`config.mk`:
```
export PLATFORM = sky130hd
export DESIGN_NAME = dmem_arbiter
export DESIGN_NICKNAME = d
export VERILOG_FILES = /design/src/rtl/dmem_arbiter_pkg.sv /design/src/rtl/dmem_arb_starve_ctr.sv /design/src/rtl/dmem_arbiter.sv
export SDC_FILE = /design/constraint.sdc
export NUM_CORES = 1
export LEC_CHECK = 0
export ABC_AREA = 1
export CAP_MARGIN = 20
export CORE_AREA = 5 5 118 120
export DETAILED_ROUTE_END_ITERATION = 12
export DIE_AREA = 0 0 123 125
export PLACE_DENSITY = 0.68
export SETUP_SLACK_MARGIN = 0.1
export SLEW_MARGIN = 30
export SYNTH_ARGS = -nofsm -noshare
export SYNTH_HDL_FRONTEND = slang
export SYNTH_SLANG_ARGS = --single-unit
```
`constraint.sdc`:
```
create_clock -name clk -period 1.94 [get_ports clk]
set_input_delay 0.388 -clock clk [delete_from_list [all_inputs] [get_ports clk]]
set_output_delay 0.388 -clock clk [all_outputs]
set_load 0.01 [all_outputs]
```
`src/rtl/dmem_arbiter_pkg.sv`:
```
// Shared encodings for the dmem arbiter: FSM states, read-return select, byte enables.
// Latency: n/a (types and constants only).
// Backpressure: n/a.
package dmem_arbiter_pkg;

    // Arbiter FSM: normal CPU-priority operation or the single forced loader cycle
    typedef enum logic {
        ARB_NORMAL  = 1'b0,
        ARB_FORCE_B = 1'b1
    } arb_state_t;

    // Owner of the read data coming back from the banks next cycle
    typedef enum logic [1:0] {
        RSEL_NONE = 2'd0,
        RSEL_A    = 2'd1,
        RSEL_B    = 2'd2
    } rsel_t;

    // All byte lanes disabled; an access with this enable pattern is a read
    localparam logic [3:0] WE_NONE = 4'b0000;

    function automatic logic is_read(input logic [3:0] we);
        return (we == WE_NONE);
    endfunction

endpackage

```
`src/rtl/dmem_arb_starve_ctr.sv`:
```
// Counts consecutive loader denials and flags when the next cycle must be a forced loader grant.
// Latency: force_next is combinational from the current count and deny.
// Backpressure: none; clear wins over deny, and force_next restarts the count.
module dmem_arb_starve_ctr #(
    parameter int unsigned STARVE_LIMIT = 8
) (
    input  logic clk,
    input  logic rst,
    input  logic deny,
    input  logic clear,
    output logic force_next
);
    import dmem_arbiter_pkg::*;

    localparam logic [7:0] LIMIT_M1 = 8'(STARVE_LIMIT - 1);

    logic [7:0] starve_cnt;

    // The denial that reaches the limit schedules the forced cycle
    assign force_next = deny && (starve_cnt == LIMIT_M1);

    // Consecutive-denial counter; any grant to B or B going idle restarts it
    always_ff @(posedge clk or posedge rst) begin
        if (rst) begin
            starve_cnt <= 8'd0;
        end else if (force_next || clear) begin
            starve_cnt <= 8'd0;
        end else if (deny) begin
            starve_cnt <= starve_cnt + 8'd1;
        end
    end

endmodule

```
`src/rtl/dmem_arbiter.sv`:
```
// Arbitrates the dmem banks between the CPU (port A, priority) and a loader (port B, req/gnt), routes read data back.
// Latency: grant and mem_* are combinational (zero added latency for A); read data returns one cycle after grant.
// Backpressure: B holds b_req until b_gnt; after STARVE_LIMIT denials the CPU is stalled one cycle (cpu_stall). Optional DMEM_ARB_STATS_EN adds counters.
module dmem_arbiter
    import dmem_arbiter_pkg::*;
#(
    parameter int unsigned ADDR_W       = 32,
    parameter int unsigned STARVE_LIMIT = 8
) (
    input  logic              clk,
    input  logic              rst,
    input  logic              a_req,
    input  logic [3:0]        a_we,
    input  logic [ADDR_W-1:0] a_addr,
    input  logic [31:0]       a_wdata,
    output logic [31:0]       a_rdata,
    output logic              a_rvalid,
    output logic              cpu_stall,
    input  logic              b_req,
    input  logic [3:0]        b_we,
    input  logic [ADDR_W-1:0] b_addr,
    input  logic [31:0]       b_wdata,
    output logic              b_gnt,
    output logic [31:0]       b_rdata,
    output logic              b_rvalid,
    output logic [3:0]        mem_we,
    output logic [ADDR_W-1:0] mem_addr,
    output logic [31:0]       mem_wdata,
    input  logic [31:0]       mem_rdata
`ifdef DMEM_ARB_STATS_EN
    ,
    output logic [31:0]       conflict_cnt,
    output logic [15:0]       force_cnt
`endif
);

    arb_state_t state;
    rsel_t      rsel;
    rsel_t      rsel_next;
    logic       gnt_a;
    logic       gnt_b;
    logic       deny;
    logic       clear;
    logic       force_next;

    // A owns the banks in normal state; B takes any cycle A leaves free; nothing is granted during reset
    always_comb begin
        gnt_a     = !rst && (state == ARB_NORMAL) && a_req;
        gnt_b     = !rst && b_req && !gnt_a;
        mem_we    = WE_NONE;
        mem_addr  = '0;
        mem_wdata = '0;
        if (gnt_a) begin
            mem_we    = a_we;
            mem_addr  = a_addr;
            mem_wdata = a_wdata;
        end else if (gnt_b) begin
            mem_we    = b_we;
            mem_addr  = b_addr;
            mem_wdata = b_wdata;
        end
    end

    assign b_gnt     = gnt_b;
    assign cpu_stall = (state == ARB_FORCE_B);

    // A denial is only counted in normal state, where A beat a waiting B
    assign deny  = (state == ARB_NORMAL) && a_req && b_req;
    assign clear = gnt_b || !b_req;

    dmem_arb_starve_ctr #(
        .STARVE_LIMIT (STARVE_LIMIT)
    ) u_starve (
        .clk        (clk),
        .rst        (rst),
        .deny       (deny),
        .clear      (clear),
        .force_next (force_next)
    );

    // Forced cycle lasts exactly one cycle, then back to CPU priority
    always_ff @(posedge clk or posedge rst) begin
        if (rst) begin
            state <= ARB_NORMAL;
        end else begin
            state <= force_next ? ARB_FORCE_B : ARB_NORMAL;
        end
    end

    // Remember who owns the read data the banks return next cycle
    always_comb begin
        rsel_next = RSEL_NONE;
        if (gnt_a && is_read(a_we)) begin
            rsel_next = RSEL_A;
        end else if (gnt_b && is_read(b_we)) begin
            rsel_next = RSEL_B;
        end
    end

    // Reset drops any in-flight return so no stale rvalid follows it
    always_ff @(posedge clk or posedge rst) begin
        if (rst) begin
            rsel <= RSEL_NONE;
        end else begin
            rsel <= rsel_next;
        end
    end

    assign a_rvalid = (rsel == RSEL_A);
    assign b_rvalid = (rsel == RSEL_B);
    assign a_rdata  = a_rvalid ? mem_rdata : 32'd0;
    assign b_rdata  = b_rvalid ? mem_rdata : 32'd0;

`ifdef DMEM_ARB_STATS_EN
    // Saturating counts of denial cycles and forced-cycle entries
    always_ff @(posedge clk or posedge rst) begin
        if (rst) begin
            conflict_cnt <= 32'd0;
            force_cnt    <= 16'd0;
        end else begin
            if (deny && (conflict_cnt != 32'hFFFF_FFFF)) begin
                conflict_cnt <= conflict_cnt + 32'd1;
            end
            if (force_next && (force_cnt != 16'hFFFF)) begin
                force_cnt <= force_cnt + 16'd1;
            end
        end
    end
`endif

endmodule

```
==> results.toml, run 1 <==
[critical_path]
critPathCaptureType = "output pin"
path_max_fanout = 5
crit_type = "reg2out"
worstSetupStartpointType = "flop"
cp.arrival_ps = 1580
worstPathRequired_ps = 1550

[cells_and_area]
layout_commonest_cell = "clkdlybuf4s50_1"
fillers = 1314
fin_area_mm2 = 0.00622
final_cell_mix = "clkdlybuf4s50_1, nand2_1, nor2_1, nand3_1, inv_1"
syn_to_final_growth_pct = 212
layout-drive-gt1-share = 0.311
nets = 937
diodes = 0

[floorplanning]
dieArea_mm2 = 0.0154
fp.dieH_um = 125
core_area_mm2 = 0.0129
die_w_um = 123
start_util = 0.155
ios = 308
rows = 42

[drt]
drtPass1Iterations = 4
dr_wl_met3_um = 1730
viasPerCell = 4.24
postRouteAntennaNets = 0
dr_wl_met2_um = 7840
routed_wl_um = 15800
met1_length_um = 5990
drc = 0
vias = 3985
routed.top_layer = "met4"
drt_iter0_markers = 244
routedWlPerCell_um = 16.8

[synth]
ys_seq_elements = 11
synth_area_mm2 = 0.00199
syn_area_per_cell_um2 = 4.75
ys_seq_area_frac = 0.138
syn_inst = 419
synth_nets = 592
yosysWarnings = 0
synth_cell_types = 20

[clocking]
clk_pin_slew_worst_paths_ps = 40
cts_buffers = 3
clock-sinks = 11
clock_path_buffers = 2
clock-root-buffer = "clkbuf_16"
cts_tree = "built"
htreeDepth = 1
insertion_delay_ps = 240

[grt]
antenna_found_initial = 0
grt.total_usage = 0.183
overflow = 0
grt_max_degree = 34
grt_first_pass_wirelength_um = 21800
grt_pass1_vias = 3767

[sta]
max_slew_margin = 0.784
setup_viol = 14
tns_ps = -232
tightest_slew_ps = 323
worst_slack_ps = -32.0
timing.hold.ws_ps = 332
rsz0062_at_grt = "true"
period_needed_ps = 1970
max_clock_freq_mhz = 507
maxSlewViolCount = 0
hold_viol = 0
fin_skew_ps = 2.66
fin_crit_sh = 1.02

[outcome]
violations = "negative setup slack"
status = "finished with violations"

[flow_run]
maxCapViolations = 0

[power]
power.share.clock = 0.231
ir_drop_mv = 0.218
netSwitchingPower_mw = 0.515
power_frac_seq = 0.144
power_density_mw_per_mm2 = 264
leakagePower_nw = 3.38
internal_power_mw = 1.13
sw_frac_of_total = 0.313
pwr-share-comb = 0.626
fin_total_pwr_mw = 1.64

[place]
dpl_cell_area_mm2 = 0.00541
place_ws_ps = -589
dp_hpwl_um = 11400
gp_congestion = 0.962
port-buffer-count = 307

[worst_hold_path]
hold_class = "in2async"
## flip-flops by register name, summed over array words and instances (netlist names)
signal,cells
cpu_stall,1
rsel,2
u_starve.starve_cnt,8
## cells by family (layout without fill, tap and decap cells)
logic type / Yosys count / count (layout) / share of synthesized area
and+or+nand+nor: 322 / 322 / 0.664
buffers and inverters: 79 / 423 / 0.171
AOI/OAI and AO/OA: 4 / 4 / 0.0113
adders and majority gates: 1 / 1 / 0.00628
xor gates and xnor gates: 2 / 2 / 0.00880
DFF: 11 / 11 / 0.138
## through the flow
| step | std cells | util |
|---|---|---|
| floorplan | 419 | - |
| global placement | 899 | 0.420 |
| detailed placement | 899 | 0.420 |
| CTS | 940 | 0.466 |
| global route | 939 | 0.483 |
| finish | 939 | 0.483 |
## cells in the mapped netlist
library cell	number	area, um^2
a21oi_1	1	5.00
buf_2	8	40.0
buf_4	1	7.51
buf_6	4	45.0
clkbuf_1	15	56.3
dfrtp_1	11	275
ha_1	1	12.5
inv_1	49	184
inv_2	2	7.51
nand2_1	160	601
nand2_4	1	11.3
nand3_1	73	365
nand3_2	1	10.0
nand4_1	1	6.26
nor2_1	83	312
nor3_1	1	5.00
nor4_1	2	12.5
o21ai_0	1	5.00
o22ai_1	2	12.5
xor2_1	2	17.5
## power by group through the flow
stage	Clock [mW]	Combinational, mW	Sequential [mW]
6_report	0.380	1.03	0.236
5_1_grt	0.403	1.09	0.236
4_1_cts	0.382	0.978	0.236
3_5_place_dp	0	0.851	0.239
3_3_place_gp	0	0.854	0.239
2_1_floorplan	0	0.235	0.239
## critical path: stages, from the launching register on
cell and delay (ps):
dfrtp_2 440, inv_2 80, nand2_4 50, nand3_4 80, inv_6 50, buf_12 140, buf_8 130, buf_16 130
nand2_2 40, nand2_1 50, buf_2 140
## layer usage
| layer | track usage | up-vias |
|---|---|---|
| met5 | 0 | - |
| met4 | 0.0365 | 0 |
| met3 | 0.0443 | 15 |
| met2 | 0.327 | 251 |
| met1 | 0.221 | 1757 |
| li1 | - | 1962 |
## repair_timing
item	in CTS	in global routing
cloned	14	1
hold buffers	0	0
pin swaps	20	23
resized for setup	410	122
setup buffers	23	4
setup endpoints to repair	135	99
## layout make-up
class                   instances  area [um^2]  area share
clock buffers                   4         78.8      0.0127
inverters                      51          196      0.0316
multi-input cells             329         1760       0.284
flip-flops and latches         11          277      0.0445
well taps                     176          220      0.0354
repair buffers                368         3680       0.592
## path summary, 6_finish.rpt
check	from	endpoint	slack, ps	cells past startpoint
setup / recovery	cpu_stall	mem_wdata[30]	-30	10
max in group asynchronous	rst	cpu_stall	1440	3
hold / removal	rst	cpu_stall	330	3
min in group clk	u_starve.starve_cnt[0]	u_starve.starve_cnt[0]	590	2
setup reg to reg	cpu_stall	u_starve.starve_cnt[7]	550	7
hold reg to reg	u_starve.starve_cnt[0]	u_starve.starve_cnt[0]	590	2
Power figures use the tool's default switching activity.
==> inputs of run 2 (changes only) <==
Settings changed: MAX_ROUTING_LAYER set to met4.
==> run 2 against run 1 <==
The run still ends with negative setup slack left. Count of clock-buffer cells in the layout is the same. Worst hold slack about the same. Non-clock buffer count did not move. Fmax down 0.21%. First-iteration DRC count grew 4.5%. Via count grew 0.60%. Largest cell class unchanged. Largest power group unchanged.
==> results.toml, run 2 (synthesis results as in run 1) <==
[drt]
routed_wl_um = 15800
drt_iter0_markers = 255
drtPass1Iterations = 5
postRouteAntennaNets = 0
drc = 0
routedWlPerCell_um = 16.8
vias = 4009
viasPerCell = 4.27

[sta]
tightest_slew_ps = 323
hold_viol = 0
max_slew_margin = 0.784
max_clock_freq_mhz = 506
setup_viol = 14
rsz0062_at_grt = "true"
maxSlewViolCount = 0
period_needed_ps = 1980
fin_crit_sh = 1.02
worst_slack_ps = -36.3
fin_skew_ps = 2.21

[critical_path]
cpPeakStageDelay_ps = 440
reg2reg_setup_slack_ps = 550
crit_chain = "inv_2 > nand2_4 > nand3_4 > inv_6 > buf_12 > buf_8 > buf_16 > nand2_2 > nand2_1 > buf_2"
path_buf_inv = 6
critPathCaptureType = "output pin"
crit_family = "buffers and inverters"
path_max_fanout = 5
worstPathRequired_ps = 1550
cp.arrival_ps = 1590
worstSetupStartpointType = "flop"
cpMaxStageDelayCell = "dfrtp_2"
crit_type = "reg2out"

[worst_hold_path]
hold_class = "in2async"

[floorplanning]
start_util = 0.155
rows = 42
fp.dieH_um = 125
ios = 308
die_w_um = 123
dieArea_mm2 = 0.0154
core_area_mm2 = 0.0129

[clocking]
insertion_delay_ps = 240
clock-sinks = 11
htreeDepth = 1
clk_pin_slew_worst_paths_ps = 40
clock-root-buffer = "clkbuf_16"
cts_buffers = 3
cts_tree = "built"
clock_path_buffers = 2

[power]
power_density_mw_per_mm2 = 264
ir_drop_mv = 0.218
leakagePower_nw = 3.38

[cells_and_area]
top_register = "u_starve.starve_cnt"
layout-drive-gt1-share = 0.308
fin_area_mm2 = 0.00620
diodes = 0
layout_commonest_cell = "clkdlybuf4s50_1"
final_cell_mix = "clkdlybuf4s50_1, nand2_1, nor2_1, nand3_1, inv_1"
largest_register_ffs = 8
nets = 937
syn_to_final_growth_pct = 211

[grt]
antenna_found_initial = 0
grt.total_usage = 0.188
overflow = 0
grt_pass1_vias = 3774
grt_max_degree = 34
grt_first_pass_wirelength_um = 21800

[place]
dp_hpwl_um = 11400
gp_congestion = 0.979
port-buffer-count = 307
place_ws_ps = -589
dpl_cell_area_mm2 = 0.00541

[flow_run]
maxCapViolations = 0

[outcome]
status = "finished with violations"
violations = "negative setup slack"
run 2: cell count changes in the layout (fill, tap and decap cells not counted):
cell             delta
buf_2               +2
buf_6               -2
clkdlybuf4s15_1     -1
dlygate4sd2_1       +1
nand2_1             +2
nand2_2             -2
run 2: final cells by class:
cell class,count,area (um^2)
well taps,176,220
fillers,1318,6680
flip-flops and latches,11,277
multi-input cells,329,1760
clock buffers,4,78.8
repair buffers,368,3670
inverters,51,196
run 2: power by group:
| part | leakage [nW] | switching (mW) | total (mW) | internal (mW) |
|---|---|---|---|---|
| registers | 0.151 | 0.00264 | 0.236 | 0.233 |
| logic | 3.19 | 0.408 | 1.02 | 0.616 |
| clock network | 0.0382 | 0.103 | 0.379 | 0.276 |
run 2: per-layer routing:
metal | routed length (um) | vias up | share of wire | track usage
li1 | - | 1962 | - | -
met1 | 6110 | 1771 | 0.39 | 0.227
met2 | 7800 | 259 | 0.49 | 0.327
met3 | 1600 | 17 | 0.10 | 0.0330
met4 | 262 | 0 | 0.017 | 0.0365
met5 | 0 | - | 0 | -
run 2: tightest hold or removal path: stages:
cell and delay (ps):
clkdlybuf4s15_1 220, inv_2 100, buf_4 210
run 2: final timing paths:
kind,endpoint,start,cells past startpoint
worst max register to register,u_starve.starve_cnt[7],cpu_stall,7
worst max-delay path,mem_wdata[30],cpu_stall,10
worst min-delay path,u_starve.starve_cnt[0],rst,3
min in group clk,u_starve.starve_cnt[0],u_starve.starve_cnt[0],2
max in group asynchronous,cpu_stall,rst,3
worst min register to register,u_starve.starve_cnt[0],u_starve.starve_cnt[0],2
run 2: what timing repair did:
item / CTS / global route
gates cloned: 14 / 1
setup endpoints to repair: 135 / 99
endpoints found under the hold margin: 0 / 0
setup buffers: 23 / 4
hold buffers: 0 / 0
pin swaps: 20 / 23
gates resized for setup: 410 / 117
run 2: metrics by stage:
step | hold slack [ps] | setup TNS (ps) | total power, mW | util | std cells
after floorplan | 265 | 0 | 0.473 | - | 419
after global placement | 573 | -34230 | 1.09 | 0.420 | 899
after detailed placement | 579 | -33730 | 1.09 | 0.420 | 899
after CTS | 339 | -658 | 1.60 | 0.466 | 940
after global routing | 366 | -1360 | 1.73 | 0.481 | 939
final | 332 | -220 | 1.64 | 0.481 | 939
